--- config.mk ---
export PLATFORM = sky130hd
export DESIGN_NAME = avst_frame_collector
export DESIGN_NICKNAME = d
export VERILOG_FILES = /design/src/rtl/avst_frame_collector.sv
export SDC_FILE = /design/constraint.sdc
export NUM_CORES = 1
export LEC_CHECK = 0
export ABC_AREA = 0
export CORE_ASPECT_RATIO = 0.75
export CORE_MARGIN = 2
export CORE_UTILIZATION = 61
export DETAILED_ROUTE_END_ITERATION = 6
export PLACE_DENSITY_LB_ADDON = 0.12
export SYNTH_ARGS = -nofsm -noshare
export SYNTH_HDL_FRONTEND = slang
export SYNTH_SLANG_ARGS = --single-unit
--- constraint.sdc ---
create_clock -name clk -period 4 [get_ports clk]
set_clock_uncertainty 0.15 [all_clocks]
set_input_delay 0.4 -clock clk [delete_from_list [all_inputs] [get_ports clk]]
set_output_delay 0.4 -clock clk [all_outputs]
set_load 0.01 [all_outputs]
--- src/rtl/avst_frame_collector.sv ---
// avst_frame_collector: collects fixed-length Avalon-ST frames into a ping-pong buffer pair for random-access readout
// Optional feature macro: AVST_COLLECTOR_STATS_EN (enables saturating frame/error counters)
// Ports:
//   clk, reset_n                   clock, asynchronous active-low reset
//   in_valid/in_ready/in_sop/in_eop/in_error/in_data   Avalon-ST sink (readyLatency 0)
//   frame_valid, frame_ack         oldest complete frame is presented / consumer releases it
//   rd_addr, rd_data               beat index and registered read data of the presented frame
//   err_pulse                      one-cycle pulse per framing or error-flag event
//   frame_cnt, err_cnt             statistics counters (zero when stats are disabled)
module avst_frame_collector #(
  parameter int LENGTH = 16,
  parameter int WIDTH  = 39
) (
  input  logic                      clk,
  input  logic                      reset_n,
  input  logic                      in_valid,
  output logic                      in_ready,
  input  logic                      in_sop,
  input  logic                      in_eop,
  input  logic [1:0]                in_error,
  input  logic [WIDTH-1:0]          in_data,
  output logic                      frame_valid,
  input  logic                      frame_ack,
  input  logic [$clog2(LENGTH)-1:0] rd_addr,
  output logic [WIDTH-1:0]          rd_data,
  output logic                      err_pulse,
  output logic [15:0]               frame_cnt,
  output logic [15:0]               err_cnt
);
  localparam int AW = $clog2(LENGTH);
  localparam logic [AW-1:0] LAST = AW'(LENGTH - 1);
  typedef enum logic [1:0] {IDLE, FILL, DROP} state_t;
  state_t             r_state, w_state_nxt;
  logic [AW-1:0]      r_idx, w_idx_nxt, w_widx;
  logic               r_bad, w_bad_nxt, w_bad_eff;
  logic [1:0]         r_full, w_full_nxt;
  logic               r_wr_ptr, r_rd_ptr;
  logic               r_err, w_err, w_done, w_wr, w_acc, w_ack;
  logic [WIDTH-1:0]   r_rd_data;
  logic [WIDTH-1:0]   r_mem [2*LENGTH];
  assign in_ready    = !r_full[r_wr_ptr];
  assign frame_valid = r_full[r_rd_ptr];
  assign rd_data     = r_rd_data;
  assign err_pulse   = r_err;
  assign w_acc       = in_valid && in_ready;
  assign w_ack       = frame_ack && frame_valid;
  // An sop beat always restarts at index 0 and clears any badness of the abandoned frame
  assign w_widx      = in_sop ? '0 : r_idx;
  assign w_bad_eff   = (|in_error) || (!in_sop && r_bad);
  always_comb begin
    w_state_nxt = r_state;
    w_idx_nxt   = r_idx;
    w_bad_nxt   = r_bad;
    w_err       = 1'b0;
    w_done      = 1'b0;
    w_wr        = 1'b0;
    if (w_acc) begin
      if (in_sop || r_state == FILL) begin
        w_wr  = 1'b1;
        w_err = in_sop && r_state == FILL;
        if (in_eop) begin
          w_state_nxt = IDLE;
          w_idx_nxt   = '0;
          w_bad_nxt   = 1'b0;
          if (w_widx == LAST && !w_bad_eff) w_done = 1'b1;
          else                              w_err  = 1'b1;
        end else if (w_widx == LAST) begin
          w_state_nxt = DROP;
          w_idx_nxt   = '0;
          w_bad_nxt   = 1'b0;
          w_err       = 1'b1;
        end else begin
          w_state_nxt = FILL;
          w_idx_nxt   = w_widx + AW'(1);
          w_bad_nxt   = w_bad_eff;
        end
      end else if (r_state == IDLE) begin
        w_err = 1'b1;
      end else if (in_eop) begin
        w_state_nxt = IDLE;
      end
    end
  end
  // Completion and ack can never target the same buffer, so both updates apply together
  always_comb begin
    w_full_nxt = r_full;
    if (w_ack)  w_full_nxt[r_rd_ptr] = 1'b0;
    if (w_done) w_full_nxt[r_wr_ptr] = 1'b1;
  end
  always_ff @(posedge clk)
    if (w_wr) r_mem[{r_wr_ptr, w_widx}] <= in_data;
  always_ff @(posedge clk or negedge reset_n) begin
    if (!reset_n) begin
      r_state   <= IDLE;
      r_idx     <= '0;
      r_bad     <= 1'b0;
      r_full    <= '0;
      r_wr_ptr  <= 1'b0;
      r_rd_ptr  <= 1'b0;
      r_err     <= 1'b0;
      r_rd_data <= '0;
    end else begin
      r_state   <= w_state_nxt;
      r_idx     <= w_idx_nxt;
      r_bad     <= w_bad_nxt;
      r_full    <= w_full_nxt;
      r_wr_ptr  <= r_wr_ptr ^ w_done;
      r_rd_ptr  <= r_rd_ptr ^ w_ack;
      r_err     <= w_err;
      r_rd_data <= r_mem[{r_rd_ptr, rd_addr}];
    end
  end
`ifdef AVST_COLLECTOR_STATS_EN
  logic [15:0] r_frame_cnt, r_err_cnt;
  always_ff @(posedge clk or negedge reset_n) begin
    if (!reset_n) begin
      r_frame_cnt <= '0;
      r_err_cnt   <= '0;
    end else begin
      if (w_done && !(&r_frame_cnt)) r_frame_cnt <= r_frame_cnt + 16'd1;
      if (w_err && !(&r_err_cnt))    r_err_cnt   <= r_err_cnt + 16'd1;
    end
  end
  assign frame_cnt = r_frame_cnt;
  assign err_cnt   = r_err_cnt;
`else
  assign frame_cnt = '0;
  assign err_cnt   = '0;
`endif
endmodule
### Word-level counts from Yosys, hierarchy flattened

Memory sizes are Yosys's and may differ from the RTL's. A register that Yosys moved wholly into a read port is not among the register bits.
Cells that the tools add are included.

* reductions and logical operators: 18
* bitwise gates (word level): 5
* div/mod/pow operators: 0
* magnitude comparators: 4
* multiply operators: 0
* add/sub/neg operators: 1
* multiplexer cells: 34
* eq/ne operators: 3
* shift operators: 0

Operator list (count)
* $mux 1: 22
* $mux 2: 7
* $mux 4: 3
* $logic_and 1x1->1: 7
* $add 4x1->4 const B: 1
* $eq 4x4->1 const B: 1
* $logic_not 1->1: 4
* $lt 1x2->1 const B: 2
* $reduce_and 3->1: 1
* $and 2x2->2: 1
* $demux 1 s1: 2
* $eq 2x1->1 const B: 1
* $ge 1x1->1 const B: 2
* $logic_not 2->1: 1
* $logic_or 1x1->1: 2
* $ne 2x2->1 const B: 1
* $not 2->2: 1
* $or 2x2->2: 1
* $reduce_and 2->1: 1
* $reduce_bool 2->1: 1
* $reduce_or 2->1: 1
* $xor 1x1->1: 2

* bits in registers: 12
* memories: 1
* bits in latches: 0
* output and inout bits: 74
* bits in writable memories: 1248
* input bits: 51
* memory bits (read-only): 0

Memories
* r_mem: depth 32, width 39, read ports 1, clocked after memory_dff 1, wr ports 1, line 40 `logic [WIDTH-1:0] r_mem [2*LENGTH];`

### Logic depth before layout (Yosys ltp)

Gate-level depths: netlist of run 1.

* depth after elaboration: 10
* mapped depth: 8
* depth with buffers taken out: 7

### Worst setup path before layout of run 1

Ideal clock, no wire load.

* kind: register to register
* from: reg r_wr_ptr
* to: mem r_mem[25][0], enable pin
* clock period less this slack: 3.497 ns
* buffers on the path: 0
* arrival: 2.912 ns
* path slack: 0.503 ns
* cell stages (with the launch flop): 6
* cells stage by stage: dfrtp_1 mux2i_2 nand2_2 nor2_4 nand2_1 nor2_1

* longest elaborated chain between the ends: 7

Ends and longest elaborated chain
* start: declaration: line 37 `logic r_wr_ptr, r_rd_ptr;`
* start signal: assignment: line 107 `r_wr_ptr <= r_wr_ptr ^ w_done;`
* $mux 1 (implied by the code) (2 in series): line 41 `assign in_ready = !r_full[r_wr_ptr];`
* $logic_not 1->1: line 41
* named net in_ready: line 17 `output logic in_ready,`
* $logic_and 1x1->1: line 45 `assign w_acc = in_valid && in_ready;`
* $mux 1: line 57 `if (w_acc) begin`
* $mux 1: line 91 `if (w_wr) r_mem[{r_wr_ptr, w_widx}] <= in_data;`
* $mux 1 (implied by the code): line 91
* end: declaration: line 40

The timed path passes the listed nets, and every way through them passes these cells. The select of a mux whose other input is x is not followed.

### Worst setup path in the final report of run 1

* from: reg r_wr_ptr
* to: mem r_mem[29][24], enable pin

* longest elaborated chain between the ends: 7

Ends and longest elaborated chain (line)
* $mux 1 (implied by the code) (2 in series): 41
* $logic_not 1->1: 41
* $logic_and 1x1->1: 45
* $mux 1: 57
* $mux 1: 91
* $mux 1 (implied by the code): 91

Several ways; a longest one is shown, not always the timed one. The select of a mux whose other input is x is not followed.

==> results of run 1 <==
[cells in the final DEF (no fill, tap or decap), types with 40 or more instances in the layout]
cell and n:
mux2i_1 624, buf_12 42, a21oi_1 125, buf_4 86, nand3_1 117, clkbuf_16 122, nand2_1 130, a22o_1 79
nor3_1 40, clkdlybuf4s50_1 90, a31oi_1 43, edfxtp_1 1248, dfrtp_1 51, a22oi_1 117
[state kept, by name, indices dropped and copies added, names as in the netlist]
signal	cells
r_full	2
r_idx	4
r_rd_ptr	1
rd_data	39
r_wr_ptr	1
r_mem	1248
err_pulse	1
r_bad	1
r_state	2
[layer usage]
layer | vias up | track usage [%]
met5 | - | 0
met4 | 0 | 6.964
met3 | 149 | 3.869
met2 | 1088 | 44.20
met1 | 13670 | 41.90
li1 | 11590 | -
[worst paths after layout]
kind	start	to	slack [ns]	cells after the start
hold / removal	frame_ack	r_rd_ptr	0.24	2
setup reg to reg	r_wr_ptr	r_mem[29][24]	0.97	6
max in group asynchronous	reset_n	rd_data[20]	2.73	2
hold reg to reg	r_bad	r_bad	0.34	2
setup / recovery	r_wr_ptr	r_mem[29][24]	0.97	6
min in group asynchronous	reset_n	rd_data[6]	0.28	2
[cell usage after synthesis, drive strengths merged]
cell       n  area, µm²
o211ai     1      12.51
and3       1      6.260
and4bb     1      12.51
nor2      37      146.4
a211oi     1      7.510
ha         4      50.05
a22oi    117      878.3
o41ai      1      8.760
nand4      2      12.51
mux2i    625       6260
dfrtp     51       1276
nand2b     3      18.77
nor3      40      200.2
conb       1      3.750
o32ai      1      8.760
xor2       1      8.760
clkbuf    32      131.4
buf      159       1251
clkinv     1      3.750
edfxtp  1248      37480
and2       1      6.260
a22o      79      691.9
nor2b      5      33.78
nand3    117      585.6
or3        3      18.77
and4b      1      10.01
a21oi    125      625.6
nand2    132      498.0
or2        1      6.260
a31oi     43      269.0
o21ai     10      50.04
mux2       1      11.26
o31ai      3      22.52
inv        7      26.28
[logic make-up after synthesis]
family	after synthesis
flops	1299
mux	626
compound gates	381
simple gates	344
buf+inv	199
fa+ha+maj	4
other cells	1
xor+xnor	1
[power groups by stage]
stage               Sequential (W)  Clock, W  Combinational, W
finish                      0.0151    0.0110           0.00148
global route                0.0151    0.0116           0.00157
CTS                         0.0151    0.0111           0.00148
detailed placement          0.0154         0           0.00147
global placement            0.0154         0           0.00144
floorplan                   0.0154         0          0.000792
[per-stage QoR]
stage	std cells	util (%)
after floorplan	2886	-
after global routing	4255	69.63
after detailed placement	4030	65.00
after global placement	4030	65.00
after CTS	4255	69.63
final	4255	69.63
[layout make-up]
type | instances | area share, %
Multi-Input combinational cell | 1388 | 18.96
Inverter | 8 | 0.05246
Timing Repair Buffer | 220 | 4.214
Tap cell | 1116 | 2.439
Clock inverter | 57 | 0.7847
Sequential cell | 1299 | 67.70
Clock buffer | 167 | 5.856
[repair_timing]
item / in CTS / in global routing
setup endpoints to repair: 0 / 0
hold buffers: 1 / 0
hold endpoints to repair: 51 / 0
resized for setup: 0 / 0
[worst register-to-register path: cells and delay by family, from the launching register on]
family                 cells  cell delay [ns]
AND/OR/NAND/NOR            4             1.11
multiplexers               1             0.38
buffers and inverters      1             0.38
flip-flops                 1             0.62
==> impl_metrics.yaml, run 1 <==
clock_network:
  cts.reportedPaths.clkPinSlew_ns: 0.06
  numCtsBuffers: 118
  htreeDepth: 3
  worst_skew_pair.late_latency_ns: 0.70
  cts_sinks: 1299
  max-clock-path-buffers: 3
  clockRootBuffer: "clkbuf_16"
  cts_tree: "done"
  postCtsSetupRepairBufs: 0
setup_path:
  critPathKind: "reg -> reg"
  critical_path_required_ns: 4.19
  cp.buffers_inverters: 1
  start_kind: "register"
  max_stage_delay_ns: 0.62
  path_max_fanout: 23
  crit_path_end_kind: "register"
  cp_top_family: "simple AND/OR/NAND/NOR gates"
  cp_slowest_cell: "dfrtp_1"
  arrival_ns: 3.22
  cp_common_cell: "nor2_4"
  crit_chain: "mux2i_2 -> nand2_2 -> nor2_4 -> nand2_1 -> nor2_4 -> buf_4"
power:
  p_switching_w: 0.005799
  irDropWorstVdd_uv: 405.6
  combPwrFrac_pct: 5.4
  seqPwrFrac_pct: 54.8
  p_clk_share_pct: 39.9
  p_per_area_nw_per_um2: 481.7
  power.total_w: 0.02757
  internal_power_w: 0.02177
  switching_share_pct: 21.03
  p_leak_nw: 20.03
synthesis:
  yosysUniqueCellTypes: 45
  ys_seq_area_share_pct: 76.54
  synth.area.mux_share_pct: 12.39
  syn_avg_cell_area_um2: 17.73
  synth-adder-area-share_pct: 0.09885
  synth-simple-area-share_pct: 3.072
  ys_ff_latch: 1299
  synth_xor_xnor_area_share_pct: 0.01730
  synth_compound_area_share_pct: 5.086
  yosys_warnings: 0
  synth_cells: 2855
  syn-cell-area_um2: 50630
  synth_top_family_by_area: "multiplexers"
sta:
  hold_viol: 0
  setup_slack_ns: 0.9700
  layout_min_cycle_time_ns: 3.030
  fin_crit_sh_pct: 75.75
  tns_ns: 0
  worstMarginPinSlew_ns: 1.263
  whs_ns: 0.2361
  slew_headroom_pct: 15.57
  rsz0062_at_grt: "no"
  setup_viol: 0
  fmax_mhz: 330.0
  finalMaxSlewViolations: 0
detailed_routing:
  totalWireLength_mm: 118.0
  wire_per_inst_um: 27.74
  ant_nets: 0
  drtIter0Drc: 2911
  dr.max_layer_used: "met4"
  viasPerCell: 6.227
  drc: 0
  via_count: 26500
  dr_wl_met2_mm: 56.06
  dr.pass1.iters: 7
  m1WireLength_mm: 51.53
  wl_met3_mm: 8.140
floorplan:
  io_pins: 125
  core-area_um2: 82210
  die_y_um: 253.5
  initial_utilization_pct: 61.59
  rows: 91
  die_x_um: 336.7
  dieArea_um2: 85340
place:
  gp_congestion: 0.8444
  pre_cts_slack_ns: 0.5963
  io_buffers: 92
  place_area_um2: 53430
  dp_hpwl_mm: 67.60
worst_hold_path:
  hold_class: "in -> reg"
outcome:
  status: "completed"
final_layout:
  antenna_cells: 0
  multi_input_area_um2: 10850
  area_growth_pct: 13.06
  layout.nets: 3090
  nFillCells: 5290
  postLayoutCellArea_um2: 57240
  final-seq-area_um2: 38750
  drive_gt1_share_pct: 11.12
global_routing:
  grt_pass1_vias: 26530
  overflow: 0
  grt_use_total_pct: 28.00
  antenna_found_initial: 0
  grt_pass1_wl_mm: 174.0
  grt_max_degree: 74
flow_run:
  max-cap-violations: 0
Note: power is estimated with default switching activity, not from simulation.
==> run 2: changes to the inputs <==
clock period = 2.9 ns   (was 4 ns; I/O delays follow)
==> impl_metrics.yaml, run 2 (synthesized netlist as in run 1, its figures left out) <==
floorplan:
  rows: 91
  initial_utilization_pct: 61.59
  dieArea_um2: 85340
  die_y_um: 253.5
  io_pins: 125
  die_x_um: 336.7
  core-area_um2: 82210
detailed_routing:
  totalWireLength_mm: 118.5
  drc: 0
  viasPerCell: 6.197
  drtIter0Drc: 3235
  via_count: 26810
  dr.pass1.iters: 5
  ant_nets: 0
  wire_per_inst_um: 27.39
final_layout:
  layout.nets: 3164
  registers.top_by_ff_count: "r_mem"
  final_common_cell: "edfxtp_1"
  drive_gt1_share_pct: 13.05
  layout.cells.non_filler: 4327
  area_growth_pct: 14.74
  final_cell_mix: "1248 x edfxtp_1, 624 x mux2i_1, 132 x buf_4"
  multi_input_area_um2: 10850
  finish.utilization_pct: 70.66
  final-seq-area_um2: 38750
  largest_reg_flops: 1248
  antenna_cells: 0
  nFillCells: 5204
global_routing:
  grt_pass1_wl_mm: 171.3
  grt_pass1_vias: 26130
  grt_max_degree: 56
  overflow: 0
  antenna_found_initial: 1
  grt_use_total_pct: 27.83
sta:
  finalMaxSlewViolations: 0
  whs_ns: 0.1405
  setup_viol: 0
  fmax_mhz: 366.8
  worstMarginPinSlew_ns: 1.065
  rsz0062_at_grt: "no"
  setup_slack_ns: 0.1734
  slew_headroom_pct: 28.85
  layout_min_cycle_time_ns: 2.727
  hold_viol: 0
  fin_crit_sh_pct: 94.02
clock_network:
  worst_skew_pair.late_latency_ns: 0.69
  cts_sinks: 1299
  cts_resized: 0
  htreeDepth: 3
  postCtsSetupRepairBufs: 0
  cts.reportedPaths.clkPinSlew_ns: 0.06
  max-clock-path-buffers: 3
  clockRootBuffer: "clkbuf_16"
  cts_tree: "done"
  numCtsBuffers: 117
place:
  placedCellCount: 4105
  io_buffers: 92
  dp_hpwl_mm: 69.11
  gp_congestion: 0.8251
  pre_cts_slack_ns: -0.1110
setup_path:
  max_stage_delay_ns: 0.83
  critical_path_required_ns: 3.15
  cp_slowest_cell: "nor2_4"
  arrival_ns: 2.98
  critPathKind: "reg -> reg"
  reg2reg_depth: 6
  crit_chain: "mux2i_2 -> nand2_2 -> nor2_4 -> nand2_1 -> nor2_4 -> buf_4"
  path_max_fanout: 21
  cp_common_cell: "nor2_4"
  start_kind: "register"
  crit_path_end_kind: "register"
power:
  p_per_area_nw_per_um2: 651.7
  p_leak_nw: 20.45
  irDropWorstVdd_uv: 500.5
outcome:
  status: "completed"
flow_run:
  max-cap-violations: 0
worst_hold_path:
  hold-path-cell-count: 2
  hold_class: "in -> reg"
[run 2: cell count changes in the layout (fill, tap and decap cells not counted), sizes merged]
cell	delta
inv	+2
buf	+75
clkinvlp	+3
clkbuf	-11
bufinv	+1
clkinv	+2
[run 2: final timing paths]
kind	start	end	slack, ns
hold reg to reg	r_bad	r_bad	0.37
min in group asynchronous	reset_n	rd_data[3]	0.19
setup reg to reg	r_wr_ptr	r_mem[24][14]	0.17
setup / recovery	r_wr_ptr	r_mem[24][14]	0.17
hold / removal	frame_ack	r_rd_ptr	0.14
max in group asynchronous	reset_n	rd_data[19]	1.73
[run 2: worst max-delay path: cells and delay by family, from the launching register on]
kind	cells	cell delay [ns]
buffers and inverters	1	0.30
flip-flops	1	0.38
multiplexers	1	0.37
AND/OR/NAND/NOR	4	1.22
[run 2: layer usage]
layer  vias to the layer above  GRT usage [%]  share of wire (%)
met5                         -              0              0.010
li1                      11720              -                  -
met3                       191          4.945                8.2
met1                     13680          41.70                 43
met4                         2          8.189                2.8
met2                      1221          42.46                 46
[run 2: report_power, final]
part | switching [W] | internal, W | leakage [nW]
registers | 0.0000806 | 0.0207 | 11.8
logic | 0.00132 | 0.000784 | 6.77
clock network | 0.00655 | 0.00840 | 1.83
[run 2: area by class of cell]
cell class | instances | share of cell area (%)
inverter | 8 | 0.05169
sequential | 1299 | 66.71
tap | 1116 | 2.404
multi-input combinational | 1388 | 18.68
clock inverter | 65 | 0.8680
timing repair buffer | 295 | 5.747
clock buffer | 156 | 5.540
[run 2: stage by stage]
step | total power, W | TNS, ns | cell area [µm²]
4_1_cts | 0.03804 | 0 | 58090
6_report | 0.03786 | 0 | 58090
3_5_place_dp | 0.02330 | -1.981 | 54360
2_1_floorplan | 0.02231 | -742.56 | 50740
3_3_place_gp | 0.02325 | -2.772 | 54360
5_1_grt | 0.03887 | 0 | 58090
[run 2: repair_timing]
action	4_1_cts	5_1_grt
setup endpoints to repair	0	0
hold buffers	1	0
hold endpoints to repair	51	0
